<file path="src/rtl/demux_route.sv">
// demux_route: registered 1-to-2 demultiplexer with per-port one-entry
// holding registers, valid/ready handshakes and saturating debug counters.

// One output port: holding register (data/tag/valid) plus transfer counter.
module demux_route_port #(
    parameter int DW = 32,
    parameter int TW = 5,
    parameter int CW = 8
) (
    input  logic          clk,
    input  logic          reset,
    input  logic          i_load,    // input handshake targeting this port
    input  logic [DW-1:0] i_data,
    input  logic [TW-1:0] i_tag,
    input  logic          i_ready,   // consumer ready
    output logic          o_valid,
    output logic [DW-1:0] o_data,
    output logic [TW-1:0] o_tag,
    output logic [CW-1:0] o_count,
    output logic          o_free     // port can take a word this cycle
);

    typedef enum logic {EMPTY = 1'b0, FULL = 1'b1} state_t;

    state_t        r_state;
    state_t        w_next;
    logic [DW-1:0] r_data;
    logic [TW-1:0] r_tag;
    logic [CW-1:0] r_count;
    logic          w_drain;
    logic          w_load_en;
    logic          w_cnt_en;

    assign w_drain = (r_state == FULL) && i_ready;

    // State register
    always_ff @(posedge clk) begin
        if (reset) r_state <= EMPTY;
        else       r_state <= w_next;
    end

    // Next-state: fill from EMPTY, drain to EMPTY unless refilled same cycle
    always_comb begin
        w_next = r_state;
        case (r_state)
            EMPTY: if (i_load) w_next = FULL;
            FULL:  if (w_drain && !i_load) w_next = EMPTY;
        endcase
    end

    // Outputs: load strobe only when the slot is free, counter stops at all-ones
    always_comb begin
        w_load_en = i_load && ((r_state == EMPTY) || w_drain);
        w_cnt_en  = w_drain && (r_count != {CW{1'b1}});
        o_valid   = (r_state == FULL);
        o_free    = (r_state == EMPTY) || i_ready;
    end

    // Holding register: data and tag only change on an accepted word
    always_ff @(posedge clk) begin
        if (reset) begin
            r_data <= '0;
            r_tag  <= '0;
        end else if (w_load_en) begin
            r_data <= i_data;
            r_tag  <= i_tag;
        end
    end

    // Saturating count of completed output handshakes
    always_ff @(posedge clk) begin
        if (reset)         r_count <= '0;
        else if (w_cnt_en) r_count <= r_count + 1'b1;
    end

    assign o_data  = r_data;
    assign o_tag   = r_tag;
    assign o_count = r_count;

endmodule

// Top: steers each accepted word to the port chosen by in_sel.
module demux_route #(
    parameter int DW = 32,
    parameter int TW = 5,
    parameter int CW = 8
) (
    input  logic          clk,
    input  logic          reset,
    input  logic [DW-1:0] in_data,
    input  logic [TW-1:0] in_tag,
    input  logic          in_sel,
    input  logic          in_valid,
    output logic          in_ready,
    output logic [DW-1:0] out0_data,
    output logic [DW-1:0] out1_data,
    output logic [TW-1:0] out0_tag,
    output logic [TW-1:0] out1_tag,
    output logic          out0_valid,
    output logic          out1_valid,
    input  logic          out0_ready,
    input  logic          out1_ready,
    output logic [CW-1:0] out0_count,
    output logic [CW-1:0] out1_count
);

    localparam int NP = 2;

    logic [NP-1:0]         w_free;
    logic [NP-1:0]         w_load;
    logic [NP-1:0]         w_out_ready;
    logic [NP-1:0]         w_valid;
    logic [NP-1:0][DW-1:0] w_data;
    logic [NP-1:0][TW-1:0] w_tag;
    logic [NP-1:0][CW-1:0] w_count;
    logic                  w_in_hs;

    assign w_out_ready = {out1_ready, out0_ready};

    // Readiness depends only on the selected port, never the other one
    assign in_ready = !reset && w_free[in_sel];
    assign w_in_hs  = in_valid && in_ready;

    for (genvar g = 0; g < NP; g++) begin : g_port
        assign w_load[g] = w_in_hs && (in_sel == 1'(g));

        demux_route_port #(.DW(DW), .TW(TW), .CW(CW)) u_port (
            .clk     (clk),
            .reset   (reset),
            .i_load  (w_load[g]),
            .i_data  (in_data),
            .i_tag   (in_tag),
            .i_ready (w_out_ready[g]),
            .o_valid (w_valid[g]),
            .o_data  (w_data[g]),
            .o_tag   (w_tag[g]),
            .o_count (w_count[g]),
            .o_free  (w_free[g])
        );
    end

    assign out0_valid = w_valid[0];
    assign out1_valid = w_valid[1];
    assign out0_data  = w_data[0];
    assign out1_data  = w_data[1];
    assign out0_tag   = w_tag[0];
    assign out1_tag   = w_tag[1];
    assign out0_count = w_count[0];
    assign out1_count = w_count[1];

endmodule

</file>
<file path="config.mk">
export PLATFORM = sky130hd
export DESIGN_NAME = demux_route
export DESIGN_NICKNAME = d
export VERILOG_FILES = /design/src/rtl/demux_route.sv
export SDC_FILE = /design/constraint.sdc
export NUM_CORES = 1
export LEC_CHECK = 0
export ABC_CLOCK_PERIOD_IN_PS = 2380
export CAP_MARGIN = 20
export CORE_UTILIZATION = 61
export DETAILED_ROUTE_END_ITERATION = 8
export DONT_BUFFER_PORTS = 1
export PLACE_DENSITY = 0.8
export SETUP_SLACK_MARGIN = 0.15
export SYNTH_ARGS = -nofsm -noshare
export SYNTH_HDL_FRONTEND = slang
export SYNTH_SLANG_ARGS = --single-unit
</file>
<file path="constraint.sdc">
create_clock -name clk -period 2.38 [get_ports clk]
set_input_delay 0.238 -clock clk [delete_from_list [all_inputs] [get_ports clk]]
set_output_delay 0.238 -clock clk [all_outputs]
set_load 0.01 [all_outputs]
</file>
==> impl_metrics.toml, run 1 <==
[status]
status = "completed"

[die]
ios = 136
die_area_um2 = 6770
core_um2 = 6060
die_y_um = 82.3
fp.dieW_um = 82.3
row_count = 28
start_util_pct = 64.9

[route]
via_per_inst = 6.57
drt_pre_antenna_iters = 4
drt_drc_violations_left = 0
first_iter_violations = 121
ant_nets = 0
wl_per_cell_um = 18.4
vias = 3317
wirelength_um = 9310

[timing]
max_freq_mhz = 547
fin_ws_ns = 0.553
relSlewSlack_pct = 52.6
period_needed_ns = 1.83
fin_skew_ns = 0.00737
setup_viol = 0
fin_hold_ws_ns = 0.0270
tns_ns = 0
post-route-period-util_pct = 76.8
slew_violations = 0
rsz0062_at_grt = "false"
hold_viol = 0
worst_pin_slew_ns = 0.710

[critical_path]
path_cells = "nor2b_2, buf_4, a211oi_1"
cp.arrival_ns = 1.59
cp-end-kind = "output port"
crit_required_ns = 2.14
cp-start-kind = "flip-flop"
critical_path_class = "reg -> out"
r2r_start = "g_port[0].u_port.o_valid"
slowest_delay_ns = 0.48
path_max_fanout = 19
slowest_stage = "a211oi_1"
cp-startpoint = "g_port[1].u_port.o_valid"

[placed_design]
dp.final_hpwl_um = 5980
globalplace.congestion = 0.827
dpl_worst_slack_ns = 0.644
portBuffers = 0

[finish]
fillers = 507
syn_to_final_growth_pct = 2.16
diodes = 0
nets = 470
drive_above_1_share_pct = 12.6
postLayoutCoreUtil_pct = 66.3

[clock_network]
h-tree-depth = 3
clock_latency_ns = 0.35
clockRootBuffer = "clkbuf_8"
path_clk_slew_ns = 0.09
cts.sinks = 92
cts_tree = "built"
cts_buffers = 9
clock_path_buffers = 2
cts.repair.resized = 0

[grt]
grt_pass1_vias = 3124
overflow = 0
grt_pass1_wl_um = 14400
grt_use_total_pct = 28.0
antenna_found_initial = 0
grt_max_degree = 85

[yosys]
synth.top_cell.area_share_pct = 46.8
async_flop_share_pct = 0
synth_fp_nets = 492
syn_area_per_cell_um2 = 8.80
syn_area_um2 = 3930
synth-edff-count = 0
synthFlopType = "dfxtp_1"
synth-seq-area-share_pct = 46.8
ys_seq_elements = 92
yosysWarnings = 0
synth_common_cells = "dfxtp_1, a21oi_1, nand3_1"
synth.distinct_cells = 45
synth_most_common_cell = "dfxtp_1"
synth_area_leaders = "dfxtp_1, a21oi_1, nand3_1"
synth_cells = 447
synth_top_area_cell = "dfxtp_1"

[power_and_ir_drop]
switching_power_w = 0.000686
p_per_area_nw_per_um2 = 687
irDropWorstVdd_v = 0.000456
seq_power_share_pct = 59.2
combPwrFrac_pct = 5.7
leakagePower_nw = 1.30
pwr-share-clk_pct = 35.1
internal_power_w = 0.00208
swShare_pct = 24.8

[min_path]
min-delay-start = "in_data[29]"
hp-class = "in -> reg"

[run]
cap_violations = 0
## cell usage in the layout, fill, tap and decap left out, types with 5 or more instances in the layout
cell      netlist  routed
a21oi_1        85      85
dfxtp_1        92      92
nand2_1        10      10
o21ai_1        11      11
buf_4          11       9
nand3_1        79      79
nor2_1          5       5
and4_1          7       7
clkbuf_8        0      11
o21ai_2        20      20
o21ai_0        45      45
## path summary, 6_finish.rpt
| check | depth (start not counted) | end | slack, ns |
|---|---|---|---|
| worst max register to register | 4 | g_port[0].u_port.o_tag[4] | 0.61 |
| worst min register to register | 2 | g_port[0].u_port.o_data[4] | 0.51 |
| worst min-delay path | 2 | g_port[1].u_port.o_data[29] | 0.03 |
| worst max-delay path | 3 | in_ready | 0.55 |
## through the flow
step	instances	cell area, um^2	power (W)
after floorplan	447	3930	0.00181
after global placement	488	3800	0.00180
after detailed placement	488	3800	0.00180
after CTS	505	4020	0.00278
after global routing	505	4020	0.00288
final	505	4020	0.00276
## cell families (layout without fill, tap and decap cells)
family / Yosys count / in the layout / share of synthesized area [%]
buf+inv: 45 / 28 / 7.86
simple gates: 129 / 129 / 18.1
mux: 5 / 5 / 1.37
flops: 92 / 92 / 46.8
compound gates: 174 / 174 / 25.2
fa+ha+maj: 2 / 2 / 0.636
## metal layers
metal / vias up / share of wire, % / track usage [%]
met2: 150 / 49 / 47.7
met3: 7 / 11 / 10.2
met5: - / 0 / 0
met1: 1569 / 39 / 31.9
met4: 0 / 0.82 / 10.0
li1: 1591 / - / -
## flip-flops by register name (all words and copies together) (netlist names)
name                   cells
g_port.u_port.o_count     16
g_port.u_port.o_data      64
g_port.u_port.o_tag       10
g_port.u_port.o_valid      2
## power groups by stage
stage	clock (W)	sequential [W]	combinational [W]
after global placement	0	0.00167	0.000125
after global routing	0.00106	0.00164	0.000175
final	0.000969	0.00164	0.000156
after floorplan	0	0.00166	0.000144
after CTS	0.000988	0.00164	0.000156
after detailed placement	0	0.00167	0.000130
## area by class of cell
cell class | instances | area (um^2) | share of cell area, %
well taps | 75 | 93.8 | 2.34
multi-input cells | 310 | 1790 | 44.6
clock buffers | 11 | 151 | 3.77
repair buffers | 10 | 95.1 | 2.37
inverters | 2 | 7.51 | 0.187
clock inverters | 5 | 36.3 | 0.903
flip-flops and latches | 92 | 1840 | 45.8
## critical path, delay by kind of cell, from the launching register on
kind / cells / cell delay (ns)
buffers and inverters: 1 / 0.19
AO/OA/AOI/OAI: 1 / 0.48
flip-flops: 1 / 0.40
AND/OR/NAND/NOR: 1 / 0.18
## timing repair
item,CTS,global route
hold buffers,1,0
setup buffers,0,0
endpoints found under the hold margin,84,0
No activity file was read; power rests on OpenSTA's default activity.
==> run 2, diff against run 1 <==
--- a/config.mk
+++ b/config.mk
@@ -5,7 +5,7 @@
 export SDC_FILE = /design/constraint.sdc
 export NUM_CORES = 1
 export LEC_CHECK = 0
-export ABC_CLOCK_PERIOD_IN_PS = 2380
+export ABC_CLOCK_PERIOD_IN_PS = 1900
 export CAP_MARGIN = 20
 export CORE_UTILIZATION = 61
 export DETAILED_ROUTE_END_ITERATION = 8
==> constraint.sdc (replaced) <==
create_clock -name clk -period 1.9 [get_ports clk]
set_input_delay 0.19 -clock clk [delete_from_list [all_inputs] [get_ports clk]]
set_output_delay 0.19 -clock clk [all_outputs]
set_load 0.01 [all_outputs]
==> impl_metrics.toml, run 2 (synthesis gave the netlist of run 1 again) <==
[status]
status = "completed"

[placed_design]
dp.final_hpwl_um = 6010
dpl_worst_slack_ns = 0.303
placed_cells = 490
globalplace.congestion = 0.868
portBuffers = 0

[timing]
fin_ws_ns = 0.260
relSlewSlack_pct = 58.4
slew_violations = 0
post-route-period-util_pct = 86.3
max_freq_mhz = 610
tns_ns = 0
rsz0062_at_grt = "false"
period_needed_ns = 1.64
setup_viol = 0
worst_pin_slew_ns = 0.623
hold_viol = 0
fin_skew_ns = 0.0145
fin_hold_ws_ns = 0.0366

[route]
ant_nets = 0
vias = 3620
first_iter_violations = 243
wirelength_um = 10700
drt_drc_violations_left = 0
via_per_inst = 6.52
drt_pre_antenna_iters = 5
wl_per_cell_um = 19.3

[finish]
mostFrequentLayoutCells = "dfxtp_1, a21oi_1, nand3_1"
largest_reg_flops = 64
final_cells = 555
nets = 520
drive_above_1_share_pct = 12.1
mostFrequentLayoutCell = "dfxtp_1"
diodes = 0
syn_to_final_growth_pct = 16.8

[min_path]
hp-class = "in -> reg"

[grt]
grt_busiest_layer = "met2"
grt_use_total_pct = 30.5
grtUsageMet2_pct = 52.7
met3_usage_pct = 9.89
grt_pass1_wl_um = 15300
grt_max_degree = 77
antenna_found_initial = 0
overflow = 0
grt_pass1_vias = 3162
use_met1_pct = 34.3

[clock_network]
h-tree-depth = 3
clock_latency_ns = 0.37
path_clk_slew_ns = 0.10
cts_tree = "built"
cts.sinks = 92
cts_buffers = 9
clockRootBuffer = "clkbuf_8"
clock_path_buffers = 2

[run]
cap_violations = 0

[die]
die_area_um2 = 6770
die_y_um = 82.3
fp.dieW_um = 82.3
ios = 136
core_um2 = 6060
row_count = 28
start_util_pct = 64.9

[power_and_ir_drop]
p_per_area_nw_per_um2 = 832
leakagePower_nw = 1.56
irDropWorstVdd_v = 0.000564

[critical_path]
crit_required_ns = 2.21
critical_path_class = "reg -> reg"
cp-start-kind = "flip-flop"
cp.arrival_ns = 1.95
path_max_fanout = 38
cp-end-kind = "flip-flop"
## run 2: cell types whose count changed in the layout (fill, tap and decap cells not counted), sizes merged
cell and delta:
buf +3, clkbuf +1, dlygate4sd3 +46, clkinv -3, clkinvlp +1, bufinv +2
## run 2: worst max-delay path, stage by stage (launching register included)
cell	delay, ns
dfxtp_4	0.38
nand2b_1	0.08
clkbuf_8	0.28
nand3_1	0.12
a21oi_1	0.13
dlygate4sd3_1	0.57
## run 2: power by group
part | internal [W] | switching, W
Sequential | 0.00198 | 0.0000691
Combinational | 0.000135 | 0.000156
Clock | 0.000782 | 0.000697
## run 2: path summary, 6_finish.rpt
check | from | end | slack (ns) | cells past startpoint
max | g_port[1].u_port.o_valid | g_port[1].u_port.o_data[22] | 0.26 | 5
min | reset | g_port[1].u_port.o_count[2] | 0.04 | 2
max reg2reg | g_port[1].u_port.o_valid | g_port[1].u_port.o_data[22] | 0.26 | 5
min reg2reg | g_port[0].u_port.o_data[5] | g_port[0].u_port.o_data[5] | 0.51 | 2
## run 2: metrics by stage
| step | power, W | cell area, um^2 | utilization, % |
|---|---|---|---|
| floorplan | 0.00226 | 3930 | - |
| global placement | 0.00226 | 3840 | 63.4 |
| detailed placement | 0.00227 | 3840 | 63.4 |
| CTS | 0.00383 | 4560 | 75.2 |
| global route | 0.00393 | 4590 | 75.8 |
| finish | 0.00382 | 4590 | 75.8 |
## run 2: timing repair
action,in CTS,in global routing
cloned,0,1
endpoints found under the setup margin,1,10
buffers inserted,0,1
hold buffers,47,0
gates resized for setup,1,6
endpoints found under the hold margin,84,0
## run 2: final cells by class
cell class                      count  area [um^2]
Clock inverter                      5         85.1
Clock buffer                       11          141
Sequential cell                    92         1850
Tap cell                           75         93.8
Multi-Input combinational cell    310         1800
Inverter                            2         7.51
Fill cell                         456         1470
Timing Repair Buffer               60          622
## run 2: layer usage
metal,vias up,share of wire [%]
li1,1695,-
met1,1727,40
met2,177,49
met3,21,9.4
met4,0,1.8
met5,-,0
